===== src/rtl/vdcm_out_pkg.sv =====
// Shared types and constants for the slice output scheduler.
// Beat geometry, FSM encoding, marker bundle and tail-mask helper.
package vdcm_out_pkg;

  localparam int PIX_BITS     = 14;
  localparam int PIX_PER_BEAT = 4;
  localparam int NUM_CP       = 3;
  localparam int BEAT_W       = PIX_PER_BEAT * NUM_CP * PIX_BITS;

  typedef enum logic [1:0] {
    ST_IDLE = 2'd0,
    ST_XFER = 2'd1,
    ST_DONE = 2'd2
  } sched_state_e;

  typedef struct packed {
    logic sol;
    logic eol;
    logic sof;
    logic eof;
  } mark_t;

  function automatic logic [3:0] tail_mask(input logic [1:0] rem);
    logic [3:0] m;
    if (rem == 2'd0) m = 4'b1111;
    else m = (4'b0001 << rem) - 4'd1;
    return m;
  endfunction

endpackage


===== src/rtl/sched_counters.sv =====
// Beat/slice/line counters with picture geometry latched on start.
// Ports: clr/latch/adv controls, geometry in; slice index, markers, mask, frame_last out.
module sched_counters
  import vdcm_out_pkg::*;
#(
  parameter int SW_W  = 13,
  parameter int SPL_W = 3,
  parameter int FH_W  = 13
) (
  input  logic             clk,
  input  logic             rst_n,
  input  logic             clr,
  input  logic             latch,
  input  logic             adv,
  input  logic [SW_W-1:0]  slice_width,
  input  logic [SPL_W-1:0] slices_per_line,
  input  logic [FH_W-1:0]  frame_height,
  output logic [SPL_W-1:0] s_idx,
  output mark_t            marks,
  output logic [3:0]       mask,
  output logic             frame_last
);

  localparam int BW = SW_W - 1;

  logic [BW-1:0]    b_q, b_d;
  logic [SPL_W-1:0] s_q, s_d;
  logic [FH_W-1:0]  y_q, y_d;
  logic [BW-1:0]    bpl_m1_q, bpl_m1_d;
  logic [SPL_W-1:0] spl_m1_q, spl_m1_d;
  logic [FH_W-1:0]  fh_m1_q, fh_m1_d;
  logic [3:0]       lmask_q, lmask_d;

  logic [BW-1:0] bpl;
  logic          b_last;
  logic          s_last;
  logic          y_last;

  always_comb begin
    // ceil(width/4) without a wide adder
    bpl = {1'b0, slice_width[SW_W-1:2]}
        + BW'(slice_width[1:0] != 2'b00);

    b_last = (b_q == bpl_m1_q);
    s_last = (s_q == spl_m1_q);
    y_last = (y_q == fh_m1_q);

    marks.sol = (s_q == '0) && (b_q == '0);
    marks.eol = s_last && b_last;
    marks.sof = marks.sol && (y_q == '0);
    marks.eof = marks.eol && y_last;
    mask = b_last ? lmask_q : 4'b1111;
    frame_last = b_last && s_last && y_last;
    s_idx = s_q;

    bpl_m1_d = bpl_m1_q;
    spl_m1_d = spl_m1_q;
    fh_m1_d  = fh_m1_q;
    lmask_d  = lmask_q;
    if (latch) begin
      bpl_m1_d = bpl - BW'(1);
      spl_m1_d = slices_per_line - SPL_W'(1);
      fh_m1_d  = frame_height - FH_W'(1);
      lmask_d  = tail_mask(slice_width[1:0]);
    end

    b_d = b_q;
    s_d = s_q;
    y_d = y_q;
    if (clr) begin
      b_d = '0;
      s_d = '0;
      y_d = '0;
    end else if (adv) begin
      if (b_last) begin
        b_d = '0;
        if (s_last) begin
          s_d = '0;
          y_d = y_last ? '0 : y_q + FH_W'(1);
        end else begin
          s_d = s_q + SPL_W'(1);
        end
      end else begin
        b_d = b_q + BW'(1);
      end
    end
  end

  always_ff @(posedge clk or negedge rst_n) begin
    if (!rst_n) begin
      b_q      <= '0;
      s_q      <= '0;
      y_q      <= '0;
      bpl_m1_q <= '0;
      spl_m1_q <= '0;
      fh_m1_q  <= '0;
      lmask_q  <= 4'b1111;
    end else begin
      b_q      <= b_d;
      s_q      <= s_d;
      y_q      <= y_d;
      bpl_m1_q <= bpl_m1_d;
      spl_m1_q <= spl_m1_d;
      fh_m1_q  <= fh_m1_d;
      lmask_q  <= lmask_d;
    end
  end

endmodule


===== src/rtl/slice_output_scheduler.sv =====
// Merges per-slice 4-pixel streams into one raster stream with framing.
// Ports: per-slice in_valid/in_data/in_ready, single out stream, start/flush/busy.
module slice_output_scheduler
  import vdcm_out_pkg::*;
#(
  parameter int NUM_SLICES       = 4,
  parameter int MAX_SLICE_WIDTH  = 2560,
  parameter int MAX_FRAME_HEIGHT = 4096,
  localparam int SW_W  = $clog2(MAX_SLICE_WIDTH) + 1,
  localparam int SPL_W = $clog2(NUM_SLICES) + 1,
  localparam int FH_W  = $clog2(MAX_FRAME_HEIGHT) + 1
) (
  input  logic                         clk,
  input  logic                         rst_n,
  input  logic                         flush,
  input  logic                         start,
  input  logic [SW_W-1:0]              slice_width,
  input  logic [SPL_W-1:0]             slices_per_line,
  input  logic [FH_W-1:0]              frame_height,
  input  logic [NUM_SLICES-1:0]        in_valid,
  input  logic [NUM_SLICES*BEAT_W-1:0] in_data,
  output logic [NUM_SLICES-1:0]        in_ready,
  output logic                         out_valid,
  input  logic                         out_ready,
  output logic [BEAT_W-1:0]            out_data,
  output logic [3:0]                   out_mask,
  output logic                         out_sol,
  output logic                         out_eol,
  output logic                         out_sof,
  output logic                         out_eof,
  output logic                         busy
);

  sched_state_e state_q, state_d;
  logic              out_valid_q, out_valid_d;
  logic [BEAT_W-1:0] out_data_q, out_data_d;
  logic [3:0]        out_mask_q, out_mask_d;
  mark_t             mark_q, mark_d;

  logic [SPL_W-1:0]      s_idx;
  mark_t                 marks;
  logic [3:0]            cnt_mask;
  logic                  frame_last;
  logic [NUM_SLICES-1:0] sel_oh;
  logic [BEAT_W-1:0]     dsel;
  logic                  vsel;
  logic                  can_load;
  logic                  load;
  logic                  is_idle;

  sched_counters #(
    .SW_W  (SW_W),
    .SPL_W (SPL_W),
    .FH_W  (FH_W)
  ) u_cnt (
    .clk             (clk),
    .rst_n           (rst_n),
    .clr             (flush | is_idle),
    .latch           (is_idle & start & ~flush),
    .adv             (load),
    .slice_width     (slice_width),
    .slices_per_line (slices_per_line),
    .frame_height    (frame_height),
    .s_idx           (s_idx),
    .marks           (marks),
    .mask            (cnt_mask),
    .frame_last      (frame_last)
  );

  always_comb begin
    is_idle = (state_q == ST_IDLE);
    sel_oh  = '0;
    dsel    = '0;
    for (int i = 0; i < NUM_SLICES; i++) begin
      sel_oh[i] = (s_idx == SPL_W'(i));
      dsel = dsel | (in_data[i*BEAT_W +: BEAT_W] & {BEAT_W{sel_oh[i]}});
    end
    vsel = |(in_valid & sel_oh);

    // ready depends on state and output space only, never on in_valid
    can_load = (state_q == ST_XFER) && (!out_valid_q || out_ready);
    load     = can_load && vsel && !flush;
    in_ready = can_load ? sel_oh : '0;

    state_d     = state_q;
    out_valid_d = out_valid_q;
    out_data_d  = out_data_q;
    out_mask_d  = out_mask_q;
    mark_d      = mark_q;

    unique case (state_q)
      ST_IDLE: if (start) state_d = ST_XFER;
      ST_XFER: if (load && frame_last) state_d = ST_DONE;
      ST_DONE: state_d = ST_IDLE;
      default: state_d = ST_IDLE;
    endcase

    if (load) begin
      out_valid_d = 1'b1;
      out_data_d  = dsel;
      out_mask_d  = cnt_mask;
      mark_d      = marks;
    end else if (out_valid_q && out_ready) begin
      out_valid_d = 1'b0;
      out_mask_d  = '0;
      mark_d      = '0;
    end

    if (flush) begin
      state_d     = ST_IDLE;
      out_valid_d = 1'b0;
      out_mask_d  = '0;
      mark_d      = '0;
    end
  end

  always_ff @(posedge clk or negedge rst_n) begin
    if (!rst_n) begin
      state_q     <= ST_IDLE;
      out_valid_q <= 1'b0;
      out_data_q  <= '0;
      out_mask_q  <= '0;
      mark_q      <= '0;
    end else begin
      state_q     <= state_d;
      out_valid_q <= out_valid_d;
      out_data_q  <= out_data_d;
      out_mask_q  <= out_mask_d;
      mark_q      <= mark_d;
    end
  end

  assign out_valid = out_valid_q;
  assign out_data  = out_data_q;
  assign out_mask  = out_mask_q;
  assign out_sol   = mark_q.sol;
  assign out_eol   = mark_q.eol;
  assign out_sof   = mark_q.sof;
  assign out_eof   = mark_q.eof;
  assign busy      = !is_idle;

endmodule


===== config.mk =====
export PLATFORM = sky130hd
export DESIGN_NAME = slice_output_scheduler
export DESIGN_NICKNAME = d
export VERILOG_FILES = /design/src/rtl/vdcm_out_pkg.sv /design/src/rtl/sched_counters.sv /design/src/rtl/slice_output_scheduler.sv
export SDC_FILE = /design/constraint.sdc
export NUM_CORES = 1
export LEC_CHECK = 0
export BUFFER_PORTS_ARGS = -buffer_cell sky130_fd_sc_hd__buf_2
export CAP_MARGIN = 5
export CORE_AREA = 3 3 342 344
export DETAILED_ROUTE_END_ITERATION = 10
export DIE_AREA = 0 0 345 347
export GPL_TIMING_DRIVEN = 0
export PLACE_DENSITY = 0.32
export SYNTH_ARGS = -nofsm -noshare
export SYNTH_HDL_FRONTEND = slang
export SYNTH_SLANG_ARGS = --single-unit

===== constraint.sdc =====
create_clock -name clk -period 4.05 [get_ports clk]
set_input_delay 0.81 -clock clk [delete_from_list [all_inputs] [get_ports clk]]
set_output_delay 0.81 -clock clk [all_outputs]
set_load 0.1 [all_outputs]

==> summary.md, run 1 <==
| Metric | Value |
|---|---|
| Wire length of the first global-routing pass | 138000 µm |
| Part of the Yosys area used for sequential elements | 0.453 |
| Most used flip-flop cell after synthesis | sky130_fd_sc_hd__dfrtp_1 |
| Number of fillers in the final layout | 13100 |
| Share of layout cells above drive strength 1 | 0.432 |
| Initial Util | 0.115 |
| Number of enable flip-flop cells after synthesis | 0 |
| Slew at the pin with the worst max-slew slack | 1.17 ns |
| Quantity of hold-fixing buffers added after cts | 0 |
| Leading cell type in the layout, fill and taps excluded | sky130_fd_sc_hd__buf_2 |
| Parity-gate share of the synthesized area counting xor and xnor cells | 0.0313 |
| Pin count of the biggest net entering global routing | 97 |
| Postcts setup bufs | 0 |
| Post-Synth Adder-Cell Area | 0.0152 |
| Synth async-reset ratio | 1.00 |
| Post-route ant nets | 0 |
| Max-slew headroom at the worst pin | 0.223 |
| Gate count of the mapped netlist | 1423 |
| Type of the worst setup path | reg -> out |
| Gr ovfl total | 0 |
| Post-synthesis average cell area | 9.25 µm² |
| Pins Over Slew Limit | 0 |
| Number of flip-flops and latches in the synthesized netlist | 238 |
| Routed vias/inst | 4.14 |
| Number of nets in the synthesized netlist | 2149 |
| Vias in the first global route | 16500 |
| Slowest-stage cell, CP | sky130_fd_sc_hd__dfrtp_1 |
| Standard cell core area | 114000 µm² |
| Lkg Pwr | 9.28 nW |
| Cell family with most CP delay | buffers and inverters |
| Cell Chain, Critical Path | ha_1 -> ha_4 -> clkbuf_2 -> buf_8 -> inv_1 -> nor2_1 -> buf_4 |
| Highest metal used | met5 |
| Antenna violations before repair | 21 |
| Area of the mapped netlist | 13200 µm² |
| Critical path arrival | 3.02 ns |
| Number of setup violations in the final report | 0 |
| Routed length per placed instance | 26.4 µm |
| Library cells used by synthesis | 58 |
| Number of rows created at floorplan | 124 |
| Clock network latency to the later pin of the worst-skew pair | 0.59 ns |
| Depth of the worst register-to-register path | 8 |
| Maximum vdd ir drop | 0.301 mV |
| Width of the chip | 345 µm |
| Placer congestion estimate | 0.854 |
| Met1 Wirelength | 46500 µm |
| Detailed-router iteration count before antenna repair | 6 |
| Residual DRC count | 0 |
| Fraction of synthesized area in multiplexers | 0.00323 |
| Compound-gate portion of the synthesized area | 0.317 |
| Period Utilization, post-route | 0.947 |
| Count of boundary I/O pins | 892 |
| Sink Count | 238 |
| Amount of wire on met2 after detailed routing | 46500 µm |
| Max Clock Skew | 0.0286 ns |
| Num CTS Buffers | 35 |
| Layout Area Growth over Synthesis | 58.1% |
| Highest-count cells in the layout ignoring fill and taps | sky130_fd_sc_hd__buf_2 (929), sky130_fd_sc_hd__a22oi_1 (337), sky130_fd_sc_hd__dfrtp_1 (235) |
| GRT Overall Usage | 0.163 |
| Fmax | 261 MHz |
| Max-cap viol count | 0 |
| Chip Height | 347 µm |
| Number of cells on the critical path | 7 |
| PwrDens | 670 nW/µm² |
| Final worst setup slack | 0.215 ns |
| Total buffers and inverters traversed by the critical path | 4 |
| Unrepaired setup endpoints after global routing | no |
| Post-placement worst setup slack | -0.849 ns |
| Die area | 120000 µm² |
| Final Hold Vio Count | 0 |
| HPWL Detailed | 86900 µm |
| Main combinational cell family by area after synthesis | compound AO/OA/AOI/OAI gates |
| Number of levels in the clock H-tree | 2 |
| Max incr delay on CP | 0.45 ns |
| Final nets | 3075 |
| Routed length on met3 | 7910 µm |
| Post-synthesis simple-gate area fraction | 0.129 |
| Clock transition at the registers of the reported paths | 0.06 ns |
| Final Critical Period | 3.83 ns |
| DRT Wirelength | 103000 µm |
| Overall via count from detail_route | 16100 |
| Count of input and output buffers | 890 |
| DRT iter0 DRCs | 1253 |
| Post-Route Utilization | 0.182 |
| Buffers from clock root to sink, at most | 3 |
| Clock tree from TritonCTS | built |
| Critical Path Sink Type | primary output |
| Clock root buffer master | sky130_fd_sc_hd__clkbuf_16 |
| Required time at the endpoint of the critical path | 3.24 ns |
| Largest fanout of any net on the critical path | 17 |
| Number of synthesis warnings | 0 |
| Result of the run | finished, final reports clean |
| Worst setup SP type | flop |
| Worst hold path type | in -> async |
where the power goes:
part           switching (W)  total (W)  internal, W  leakage [nW]
clock network        0.00133    0.00318      0.00185         0.569
logic                0.00616    0.00732      0.00116          5.92
registers           0.000443    0.00345      0.00301          2.79
total                0.00793     0.0140      0.00602          9.28
synthesized netlist by cell type (all sizes together), types with 2 or more instances:
| cell | number | share of area |
|---|---|---|
| buf | 46 | 0.019 |
| or3b | 2 | 0.0013 |
| nand2 | 64 | 0.018 |
| a22oi | 337 | 0.19 |
| o31ai | 2 | 0.0011 |
| a31oi | 174 | 0.083 |
| nand3 | 20 | 0.0080 |
| dfrtp | 235 | 0.45 |
| nor3 | 12 | 0.0058 |
| nor4 | 15 | 0.0092 |
| a21oi | 10 | 0.0038 |
| nor2 | 193 | 0.055 |
| nand4b | 2 | 0.0013 |
| and3 | 6 | 0.0029 |
| clkbuf | 93 | 0.027 |
| a21o | 2 | 0.0011 |
| nor2b | 4 | 0.0025 |
| xor2 | 31 | 0.021 |
| ha | 16 | 0.015 |
| a211oi | 11 | 0.0093 |
| dfstp | 3 | 0.0060 |
| or3 | 18 | 0.0089 |
| nand3b | 2 | 0.0011 |
| nand4 | 11 | 0.0057 |
| and2b | 2 | 0.0013 |
| o22ai | 9 | 0.0043 |
| xnor2 | 16 | 0.011 |
| nand2b | 2 | 0.00095 |
| mux2i | 2 | 0.0015 |
| nor3b | 2 | 0.0011 |
| or4 | 6 | 0.0034 |
| o21ai | 39 | 0.016 |
| inv | 20 | 0.0057 |
| nor4b | 2 | 0.0013 |
| o2bb2ai | 4 | 0.0027 |
| mux2 | 2 | 0.0017 |
worst register-to-register path, cell delays in order, from the launching register on:
cell                              delay [ns]
sky130_fd_sc_hd__dfrtp_1                0.45
sky130_fd_sc_hd__inv_1                  0.10
sky130_fd_sc_hd__ha_1                   0.17
sky130_fd_sc_hd__nor2b_1                0.13
sky130_fd_sc_hd__clkbuf_4               0.30
sky130_fd_sc_hd__clkdlybuf4s15_1        0.94
sky130_fd_sc_hd__clkbuf_1               0.88
sky130_fd_sc_hd__a22oi_1                0.43
sky130_fd_sc_hd__a31oi_1                0.29
kinds of logic (layout without fill, tap and decap cells):
kind of cell             after synthesis  count (layout)
AND/OR/NAND/NOR                      365             365
flip-flops                           238             238
XOR/XNOR                              47              47
adder cells (fa/ha/maj)               16              16
buffers and inverters                159            1109
AO/OA/AOI/OAI                        594             594
multiplexers                           4               4
other                                  0              12
per-stage QoR:
step	power, W	std cells	TNS [ns]	cell area (µm²)	hold slack, ns
2_1_floorplan	0.00858	1423	0	13200	0.439
3_3_place_gp	0.0109	3825	-722.23	19500	0.460
3_5_place_dp	0.0109	3828	-5.04	19600	0.471
4_1_cts	0.0142	3885	0	20800	0.163
5_1_grt	0.0145	3886	0	20800	0.205
6_report	0.0140	3897	0	20800	0.201
layout make-up:
class	count	area (µm²)	share of cell area
Antenna cell	12	30.0	0.00144
Buffer	135	608	0.0292
Clock buffer	53	1030	0.0496
Clock inverter	8	134	0.00643
Inverter	20	75.1	0.00361
Multi-Input combinational cell	1026	6550	0.314
Sequential cell	238	5960	0.286
Tap cell	1512	1890	0.0909
Timing Repair Buffer	893	4540	0.218
per-layer routing:
layer | up-vias | GRT usage
li1 | 7336 | -
met1 | 7958 | 0.222
met2 | 754 | 0.257
met3 | 82 | 0.0427
met4 | 4 | 0.0370
met5 | - | 0
final timing paths:
kind                                             from                             end  slack [ns]
setup / recovery           u_cnt.s_idx[1]$_DFFE_PN0P_                     in_ready[3]        0.22
hold / removal                                  rst_n   u_cnt.fh_m1_q[11]$_DFFE_PN0P_        0.20
setup reg to reg           u_cnt.s_idx[1]$_DFFE_PN0P_        out_data[25]$_DFFE_PN0N_        0.25
hold reg to reg               out_mask[1]$_DFFE_PN0P_         out_mask[1]$_DFFE_PN0P_        0.48
max in group asynchronous                       rst_n       out_data[161]$_DFFE_PN0N_        2.79
min in group clk                      slice_width[12]  u_cnt.bpl_m1_q[11]$_DFFE_PN0P_        0.44
sequential cells by signal, indices dropped and copies added, names as in the netlist:
register and count:
u_cnt.spl_m1_q 3, u_cnt.b_q 12, out_eof 1, u_cnt.bpl_m1_q 12, u_cnt.s_idx 3, out_mask 4, u_cnt.y_q 13, out_data 168
u_cnt.fh_m1_q 13, u_cnt.lmask_q 3, state_q 2, out_eol 1, out_valid 1, out_sof 1, out_sol 1
what timing repair did:
action | in CTS | in global routing
gates cloned | 0 | 0
gates resized for setup | 10 | 3
hold endpoints to repair | 0 | 0
setup endpoints to repair | 19 | 2
No activity file was read; power rests on OpenSTA's default activity.
==> run 2: changes to the inputs <==
--- a/config.mk
+++ b/config.mk
@@ -5,13 +5,14 @@
 export SDC_FILE = /design/constraint.sdc
 export NUM_CORES = 1
 export LEC_CHECK = 0
+export ABC_AREA = 1
 export BUFFER_PORTS_ARGS = -buffer_cell sky130_fd_sc_hd__buf_2
 export CAP_MARGIN = 5
-export CORE_AREA = 3 3 342 344
+export CORE_AREA = 3 3 344 346
 export DETAILED_ROUTE_END_ITERATION = 10
-export DIE_AREA = 0 0 345 347
+export DIE_AREA = 0 0 347 349
 export GPL_TIMING_DRIVEN = 0
-export PLACE_DENSITY = 0.32
+export PLACE_DENSITY = 0.33
 export SYNTH_ARGS = -nofsm -noshare
 export SYNTH_HDL_FRONTEND = slang
 export SYNTH_SLANG_ARGS = --single-unit
==> summary.md, run 2 <==
| Metric | Value |
|---|---|
| Post-synthesis average cell area | 7.27 µm² (was 9.25 µm²) |
| Max Clock Skew | 0.0196 ns (was 0.0286 ns) |
| Final Critical Period | 3.65 ns (was 3.83 ns) |
| Layout Area Growth over Synthesis | 54.2% (was 58.1%) |
| Antenna violations before repair | 45 (was 21) |
| DRT Wirelength | 114000 µm (was 103000 µm) |
| Period Utilization, post-route | 0.900 (was 0.947) |
| Part of the Yosys area used for sequential elements | 0.419 (was 0.453) |
| Most used flip-flop cell after synthesis | sky130_fd_sc_hd__dfrtp_1 (unchanged) |
| List of most frequent post-synthesis cells | sky130_fd_sc_hd__nand2_1 (882), sky130_fd_sc_hd__dfrtp_1 (235), sky130_fd_sc_hd__a221oi_1 (163) (was sky130_fd_sc_hd__a22oi_1 (337), sky130_fd_sc_hd__dfrtp_1 (235), sky130_fd_sc_hd__nor2_1 (193)) |
| Initial Util | 0.123 (was 0.115) |
| Library cells used by synthesis | 35 (was 58) |
| Critical path arrival | 2.84 ns (was 3.02 ns) |
| Type of the worst setup path | reg -> out (unchanged) |
| Max incr delay on CP | 0.47 ns (was 0.45 ns) |
| Clock network latency to the later pin of the worst-skew pair | 0.57 ns (was 0.59 ns) |
| Vias in the first global route | 18100 (was 16500) |
| Count of input and output buffers | 891 (was 890) |
| Gate count of the mapped netlist | 1956 (was 1423) |
| PwrDens | 734 nW/µm² (was 670 nW/µm²) |
| Number of levels in the clock H-tree | 2 (unchanged) |
| Width of the chip | 347 µm (was 345 µm) |
| Worst hold path type | in -> async (unchanged) |
| Residual DRC count | 0 (unchanged) |
| Number of synthesis warnings | 0 (unchanged) |
| Summed area of non-filler cells in the final layout | 21900 µm² (was 20800 µm²) |
| Post-Route Utilization | 0.189 (was 0.182) |
| Number of setup violations in the final report | 0 (unchanged) |
| Required time at the endpoint of the critical path | 3.24 ns (about the same) |
| Max-slew headroom at the worst pin | 0.110 (was 0.223) |
| Sink Count | 238 (unchanged) |
| Pins Over Slew Limit | 0 (unchanged) |
| Number of enable flip-flop cells after synthesis | 0 (unchanged) |
| Leading cell type in the layout, fill and taps excluded | sky130_fd_sc_hd__buf_2 (unchanged) |
| Cell type with the highest occurrence count on the critical path | sky130_fd_sc_hd__ha_1 |
| Num CTS Buffers | 37 (was 35) |
| Number of flip-flops in the largest register | 168 (unchanged) |
| Routed vias/inst | 4.03 (was 4.14) |
| Cell accounting for the most synthesized area | sky130_fd_sc_hd__dfrtp_1 (unchanged) |
| Area of the mapped netlist | 14200 µm² (was 13200 µm²) |
| Number of rows created at floorplan | 125 (was 124) |
| Detailed-router iteration count before antenna repair | 6 (unchanged) |
| Max-cap viol count | 0 (unchanged) |
| Placer congestion estimate | 0.907 (was 0.854) |
| Wire length of the first global-routing pass | 152000 µm (was 138000 µm) |
| Critical Path Sink Type | primary output (unchanged) |
| Standard cell core area | 116000 µm² (was 114000 µm²) |
| Cell Chain, Critical Path | ha_1 -> ha_1 -> buf_2 -> clkbuf_8 -> buf_8 -> inv_1 -> nor2_1 -> buf_4 (was ha_1 -> ha_4 -> clkbuf_2 -> buf_8 -> inv_1 -> nor2_1 -> buf_4) |
| Maximum vdd ir drop | 0.291 mV (was 0.301 mV) |
| Number of nets in the synthesized netlist | 2682 (was 2149) |
| Pin count of the biggest net entering global routing | 94 (was 97) |
| Clock tree from TritonCTS | built (unchanged) |
| Final Hold Vio Count | 0 (unchanged) |
| Die area | 121000 µm² (was 120000 µm²) |
| Total buffers and inverters traversed by the critical path | 5 (was 4) |
| Setup total negative slack | 0 ns (unchanged) |
| Share of the synthesized area in the top cell type | 0.414 (was 0.447) |
| Number of flip-flops and latches in the synthesized netlist | 238 (unchanged) |
| Largest fanout of any net on the critical path | 13 (was 17) |
| Lkg Pwr | 11.4 nW (was 9.28 nW) |
| Placed Area | 20700 µm² (was 19600 µm²) |
| Clock transition at the registers of the reported paths | 0.06 ns (about the same) |
| HPWL Detailed | 95300 µm (was 86900 µm) |
| Biggest area contributors in the synthesized netlist | sky130_fd_sc_hd__dfrtp_1 (41%), sky130_fd_sc_hd__nand2_1 (23%), sky130_fd_sc_hd__a221oi_1 (10%) (was sky130_fd_sc_hd__dfrtp_1 (45%), sky130_fd_sc_hd__a22oi_1 (19%), sky130_fd_sc_hd__a31oi_1 (8.3%)) |
| Cell family with most CP delay | buffers and inverters (unchanged) |
| Slew at the pin with the worst max-slew slack | 1.34 ns (was 1.17 ns) |
| Count of boundary I/O pins | 892 (unchanged) |
| GRT Overall Usage | 0.180 (was 0.163) |
| Synth async-reset ratio | 1.00 (unchanged) |
| Buffers from clock root to sink, at most | 3 (unchanged) |
| Chip Height | 349 µm (was 347 µm) |
| Final nets | 3614 (was 3075) |
| Fmax | 274 MHz (was 261 MHz) |
| Highest-count cells in the layout ignoring fill and taps | sky130_fd_sc_hd__buf_2 (909), sky130_fd_sc_hd__nand2_1 (882), sky130_fd_sc_hd__dfrtp_1 (235) (was sky130_fd_sc_hd__buf_2 (929), sky130_fd_sc_hd__a22oi_1 (337), sky130_fd_sc_hd__dfrtp_1 (235)) |
| Cell with the most instances after synthesis | sky130_fd_sc_hd__nand2_1 (was sky130_fd_sc_hd__a22oi_1) |
| Post-route ant nets | 0 (unchanged) |
| Slowest-stage cell, CP | sky130_fd_sc_hd__dfrtp_1 (unchanged) |
| Routed length per placed instance | 25.7 µm (was 26.4 µm) |
| Worst setup SP type | flop (unchanged) |
| Gr ovfl total | 0 (unchanged) |
| Overall via count from detail_route | 17900 (was 16100) |
| DRT iter0 DRCs | 1232 (was 1253) |
| Unrepaired setup endpoints after global routing | no (unchanged) |
| Share of layout cells above drive strength 1 | 0.347 (was 0.432) |
| Clock root buffer master | sky130_fd_sc_hd__clkbuf_16 (unchanged) |
| Result of the run | finished, final reports clean (unchanged) |
run 2: changes by cell type after synthesis, moves of 96 or more:
cell | previous run | this run
sky130_fd_sc_hd__a221oi_1 | 0 | 163
sky130_fd_sc_hd__a31oi_1 | 174 | 0
sky130_fd_sc_hd__o21ai_1 | 4 | 100
sky130_fd_sc_hd__nand2_1 | 64 | 882
sky130_fd_sc_hd__nor2_1 | 193 | 73
sky130_fd_sc_hd__a22oi_1 | 337 | 0
run 2: routing by layer:
metal / share of wire / track usage
met1: 0.44 / 0.233
met2: 0.46 / 0.294
met3: 0.075 / 0.0501
met4: 0.028 / 0.0486
met5: 0.00071 / 0
run 2: cells by family after synthesis:
| family | after synthesis | share of synthesized area |
|---|---|---|
| xor+xnor | 36 | 0.0222 |
| flops | 238 | 0.419 |
| buf+inv | 216 | 0.0664 |
| compound gates | 404 | 0.186 |
| fa+ha+maj | 16 | 0.0141 |
| simple gates | 1046 | 0.292 |
run 2: cell type report:
cell class	instances	area, µm²
clock buffer	48	1010
tap	1524	1910
sequential	238	5960
timing repair buffer	894	4540
inverter	85	319
fill	13500	93800
multi-input combinational	1502	7310
buffer	130	633
clock inverter	16	215
antenna	11	27.5
run 2: what timing repair did:
item | in CTS | in global routing
setup endpoints to repair | 1 | 0
resized for setup | 3 | 0
hold buffers | 0 | 0
setup buffers | 0 | 0
run 2: final timing paths:
path | end | depth (start not counted) | from | slack [ns]
setup / recovery | in_ready[3] | 8 | u_cnt.s_idx[0]$_DFFE_PN0P_ | 0.40
hold / removal | u_cnt.bpl_m1_q[3]$_DFFE_PN0P_ | 1 | rst_n | 0.21
setup reg to reg | out_data[74]$_DFFE_PN0N_ | 10 | u_cnt.s_idx[1]$_DFFE_PN0P_ | 0.52
hold reg to reg | u_cnt.lmask_q[3]$_DFFE_PN1P_ | 2 | u_cnt.lmask_q[3]$_DFFE_PN1P_ | 0.47
max in group asynchronous | out_data[6]$_DFFE_PN0N_ | 2 | rst_n | 2.83
min in group clk | u_cnt.fh_m1_q[0]$_DFFE_PN0P_ | 2 | frame_height[0] | 0.45
run 2: worst register-to-register path: cells and delay by family (launching register included):
family / cells / cell delay [ns]
simple gates: 3 / 0.78
buf+inv: 4 / 1.86
compound gates: 2 / 0.21
flops: 1 / 0.44
fa+ha+maj: 1 / 0.17
run 2: stage by stage:
stage	worst slack (ns)	instances	hold WS, ns	power [W]
2_1_floorplan	0.512	1956	0.448	0.0101
3_3_place_gp	-3.18	4371	0.463	0.0128
3_5_place_dp	0.0733	4374	0.460	0.0129
4_1_cts	0.255	4437	0.161	0.0164
5_1_grt	0.193	4441	0.199	0.0168
6_report	0.404	4448	0.206	0.0161
run 2: power breakdown:
part | leakage (nW) | switching [W] | internal, W | total [W]
Combinational | 7.72 | 0.00777 | 0.00136 | 0.00913
Sequential | 3.04 | 0.000444 | 0.00315 | 0.00360
Clock | 0.597 | 0.00135 | 0.00202 | 0.00337
Total | 11.4 | 0.00956 | 0.00654 | 0.0161
==> run 3: changes to the inputs <==
--- a/config.mk
+++ b/config.mk
@@ -9,10 +9,12 @@
 export BUFFER_PORTS_ARGS = -buffer_cell sky130_fd_sc_hd__buf_2
 export CAP_MARGIN = 5
 export CORE_AREA = 3 3 344 346
+export CTS_BUF_LIST = sky130_fd_sc_hd__clkbuf_4 sky130_fd_sc_hd__clkbuf_8
 export DETAILED_ROUTE_END_ITERATION = 10
 export DIE_AREA = 0 0 347 349
 export GPL_TIMING_DRIVEN = 0
-export PLACE_DENSITY = 0.33
+export PLACE_DENSITY = 0.35
 export SYNTH_ARGS = -nofsm -noshare
 export SYNTH_HDL_FRONTEND = slang
+export SYNTH_HIERARCHICAL = 1
 export SYNTH_SLANG_ARGS = --single-unit
==> summary.md, run 3 <==
| Metric | Value |
|---|---|
| Final Critical Period | 3.77 ns (was 3.65 ns) |
| Max-slew headroom at the worst pin | 0.123 (was 0.110) |
| Number of nets in the synthesized netlist | 3035 (was 2682) |
| Largest fanout of any net on the critical path | 19 (was 13) |
| Number of flip-flops and latches in the synthesized netlist | 238 (unchanged) |
| Overall via count from detail_route | 22200 (was 17900) |
| Setup total negative slack | 0 ns (unchanged) |
| Number of enable flip-flop cells after synthesis | 0 (unchanged) |
| Antenna violations before repair | 59 (was 45) |
| PwrDens | 677 nW/µm² (was 734 nW/µm²) |
| Post-placement worst setup slack | -0.0922 ns (was 0.0733 ns) |
| Initial Util | 0.139 (was 0.123) |
| Routed vias/inst | 4.57 (was 4.03) |
| Gate count of the mapped netlist | 2312 (was 1956) |
| Detailed-router iteration count before antenna repair | 8 (was 6) |
| HPWL Detailed | 117000 µm (was 95300 µm) |
| Placed Cells | 4732 (was 4374) |
| Standard cell core area | 116000 µm² (unchanged) |
| Number of synthesis warnings | 6 (was 0) |
| Count of boundary I/O pins | 892 (unchanged) |
| Most used flip-flop cell after synthesis | sky130_fd_sc_hd__dfrtp_1 (unchanged) |
| Placer congestion estimate | 0.955 (was 0.907) |
| Number of fillers in the final layout | 13500 (about the same) |
| Pins Over Slew Limit | 0 (unchanged) |
| Worst setup SP type | flop (unchanged) |
| Result of the run | finished, final reports clean (unchanged) |
| Clock network latency to the later pin of the worst-skew pair | 0.69 ns (was 0.57 ns) |
| Share of the synthesized area in the top cell type | 0.367 (was 0.414) |
| Synth async-reset ratio | 1.00 (unchanged) |
| Leading cell type in the layout, fill and taps excluded | sky130_fd_sc_hd__buf_2 (unchanged) |
| Number of flip-flops in the largest register | 168 (unchanged) |
| Type of the worst setup path | reg -> out (unchanged) |
| Library cells used by synthesis | 40 (was 35) |
| Share of layout cells above drive strength 1 | 0.340 (was 0.347) |
| Width of the chip | 347 µm (unchanged) |
| Lkg Pwr | 11.8 nW (was 11.4 nW) |
| Wire length of the first global-routing pass | 188000 µm (was 152000 µm) |
| List of most frequent post-synthesis cells | sky130_fd_sc_hd__nand2_1 (643), sky130_fd_sc_hd__nand3_1 (558), sky130_fd_sc_hd__nand4_1 (353) (was sky130_fd_sc_hd__nand2_1 (882), sky130_fd_sc_hd__dfrtp_1 (235), sky130_fd_sc_hd__a221oi_1 (163)) |
| Num CTS Buffers | 53 (was 37) |
| Slew at the pin with the worst max-slew slack | 1.32 ns (was 1.34 ns) |
| Buffers from clock root to sink, at most | 3 (unchanged) |
| Fmax | 265 MHz (was 274 MHz) |
| Area of the mapped netlist | 16000 µm² (was 14200 µm²) |
| Critical path arrival | 2.96 ns (was 2.84 ns) |
| Final nets | 3984 (was 3614) |
| Clock root buffer master | sky130_fd_sc_hd__clkbuf_8 (was sky130_fd_sc_hd__clkbuf_16) |
| Chip Height | 349 µm (unchanged) |
| Depth of the worst register-to-register path | 16 (was 10) |
| Sink Count | 238 (unchanged) |
| Layout Area Growth over Synthesis | 48.6% (was 54.2%) |
| Clock tree from TritonCTS | built (unchanged) |
| Routed length per placed instance | 29.1 µm (was 25.7 µm) |
| Part of the Yosys area used for sequential elements | 0.371 (was 0.419) |
| Pin count of the biggest net entering global routing | 100 (was 94) |
| Max incr delay on CP | 0.55 ns (was 0.47 ns) |
| Unrepaired setup endpoints after global routing | no (unchanged) |
| Die area | 121000 µm² (unchanged) |
| DRT iter0 DRCs | 1633 (was 1232) |
| Fraction of met2 tracks used by global routing | 0.360 (was 0.294) |
| Endpoint of the lowest-slack register-to-register path | u_cnt/b_q[11]$_DFFE_PN0P_ (was out_data[74]$_DFFE_PN0N_) |
| Worst hold path type | in -> async (unchanged) |
| DRT Wirelength | 141000 µm (was 114000 µm) |
| Residual DRC count | 0 (unchanged) |
| Cell accounting for the most synthesized area | sky130_fd_sc_hd__dfrtp_1 (unchanged) |
| Routing usage on met1 | 0.285 (was 0.233) |
| Clock transition at the registers of the reported paths | 0.06 ns (about the same) |
| Gr ovfl total | 0 (unchanged) |
| Final non-filler cell total | 4859 (was 4448) |
| Final worst setup slack | 0.279 ns (was 0.404 ns) |
| Slowest-stage cell, CP | sky130_fd_sc_hd__dfrtp_1 (unchanged) |
| Count of input and output buffers | 891 (unchanged) |
| Number of rows created at floorplan | 125 (unchanged) |
| Period Utilization, post-route | 0.931 (was 0.900) |
| Cell with the most instances after synthesis | sky130_fd_sc_hd__nand2_1 (unchanged) |
| Peak-usage layer in the global routing report | met2 (unchanged) |
| GRT Overall Usage | 0.222 (was 0.180) |
| Post-route ant nets | 0 (unchanged) |
| Biggest area contributors in the synthesized netlist | sky130_fd_sc_hd__dfrtp_1 (37%), sky130_fd_sc_hd__nand3_1 (17%), sky130_fd_sc_hd__nand2_1 (15%) (was sky130_fd_sc_hd__dfrtp_1 (41%), sky130_fd_sc_hd__nand2_1 (23%), sky130_fd_sc_hd__a221oi_1 (10%)) |
| Post-synthesis average cell area | 6.94 µm² (was 7.27 µm²) |
| FF-to-FF setup slack | 0.49 ns (was 0.52 ns) |
| Final Hold Vio Count | 0 (unchanged) |
| Critical Path Sink Type | primary output (unchanged) |
| Max-cap viol count | 0 (unchanged) |
| Maximum vdd ir drop | 0.281 mV (was 0.291 mV) |
| Crit Reg-Reg Startpoint | u_cnt/s_idx[1]$_DFFE_PN0P_ (was u_cnt.s_idx[1]$_DFFE_PN0P_) |
| Number of setup violations in the final report | 0 (unchanged) |
| Required time at the endpoint of the critical path | 3.24 ns (about the same) |
| Number of levels in the clock H-tree | 2 (unchanged) |
| Cell Chain, Critical Path | clkbuf_4 -> buf_6 -> nand3_1 -> nor2_1 -> buf_4 (was ha_1 -> ha_1 -> buf_2 -> clkbuf_8 -> buf_8 -> inv_1 -> nor2_1 -> buf_4) |
| Highest-count cells in the layout ignoring fill and taps | sky130_fd_sc_hd__buf_2 (946), sky130_fd_sc_hd__nand2_1 (643), sky130_fd_sc_hd__nand3_1 (558) (was sky130_fd_sc_hd__buf_2 (909), sky130_fd_sc_hd__nand2_1 (882), sky130_fd_sc_hd__dfrtp_1 (235)) |
| Max Clock Skew | 0.0447 ns (was 0.0196 ns) |
| Vias in the first global route | 22300 (was 18100) |
| Post-Route Utilization | 0.206 (was 0.189) |
| Met3 track demand over resource | 0.0587 (was 0.0501) |
==> run 3: changes by cell type in the layout (fill, tap and decap cells not counted), sizes merged, moves of 67 or more <==
cell	change
a221oi	-163
nand4	+342
nand3	+498
o21ai	-161
clkbuf	+67
nand2	-232
==> run 3: report_power, final <==
group | internal, W | switching (W) | total, W
Sequential | 0.00315 | 0.000497 | 0.00365
Clock | 0.00179 | 0.00135 | 0.00314
Combinational | 0.00138 | 0.00797 | 0.00935
Total | 0.00632 | 0.00982 | 0.0161
==> run 3: kinds of logic (layout without fill, tap and decap cells) <==
| kind of cell | after synthesis | after routing | synth area share |
|---|---|---|---|
| buffers and inverters | 309 | 1302 | 0.0810 |
| AOI/OAI and AO/OA | 74 | 74 | 0.0274 |
| DFF | 238 | 238 | 0.371 |
| other | 1 | 31 | 0.000234 |
| adders and majority gates | 13 | 13 | 0.0101 |
| and+or+nand+nor | 1646 | 1646 | 0.493 |
| xor gates and xnor gates | 31 | 31 | 0.0169 |
==> run 3: cell type report <==
| cell class | count | area, µm² | share of cell area |
|---|---|---|---|
| antenna | 30 | 75.1 | 0.00315 |
| buffer | 215 | 967 | 0.0406 |
| clock buffer | 81 | 1000 | 0.0420 |
| clock inverter | 18 | 193 | 0.00808 |
| inverter | 91 | 345 | 0.0145 |
| multi-input combinational | 1765 | 8780 | 0.368 |
| sequential | 238 | 5960 | 0.250 |
| tap | 1524 | 1910 | 0.0800 |
| timing repair buffer | 897 | 4610 | 0.193 |
==> run 3: repair_timing <==
action                                  CTS  global route
setup buffers                             0             0
gates resized for setup                   8             2
hold buffers                              0             0
endpoints found under the setup margin    3             1
pin swaps                                 0             0
==> run 3: metrics by stage <==
stage                     hold WS [ns]  cell area [µm²]  power, W
after CTS                      0.00265            23800    0.0163
after global routing            0.0234            23800    0.0168
after detailed placement         0.453            22500    0.0131
after floorplan                  0.460            16000    0.0102
after global placement           0.450            22400    0.0130
final                           0.0608            23800    0.0161
==> run 3: routing by layer <==
| layer | routed length (µm) | share of wire |
|---|---|---|
| met1 | 60800 | 0.43 |
| met2 | 64900 | 0.46 |
| met3 | 10700 | 0.076 |
| met4 | 4930 | 0.035 |
| met5 | 101 | 0.00071 |
==> run 3: worst max path at each step <==
| stage | from | end | slack [ns] | cells past startpoint |
|---|---|---|---|---|
| 3_5_place_dp | u_cnt/s_idx[0]$_DFFE_PN0P_ | in_ready[3] | -0.09 | 6 |
| 6_report | u_cnt/s_idx[0]$_DFFE_PN0P_ | in_ready[3] | 0.28 | 5 |
| 3_3_place_gp | rst_n | out_data[51]$_DFFE_PN0P_ | -3.27 | 1 |
| 2_1_floorplan | out_valid$_DFFE_PN0P_ | in_ready[0] | -0.81 | 3 |
| 5_1_grt | u_cnt/s_idx[2]$_DFFE_PN0P_ | in_ready[3] | 0.05 | 6 |
| 4_1_cts | u_cnt/s_idx[0]$_DFFE_PN0P_ | in_ready[3] | 0.02 | 5 |
==> run 3: worst max-delay path, delay by kind of cell (launching register included) <==
| kind | cells | cell delay, ns |
|---|---|---|
| and+or+nand+nor | 2 | 0.52 |
| buffers and inverters | 3 | 1.17 |
| DFF | 1 | 0.55 |
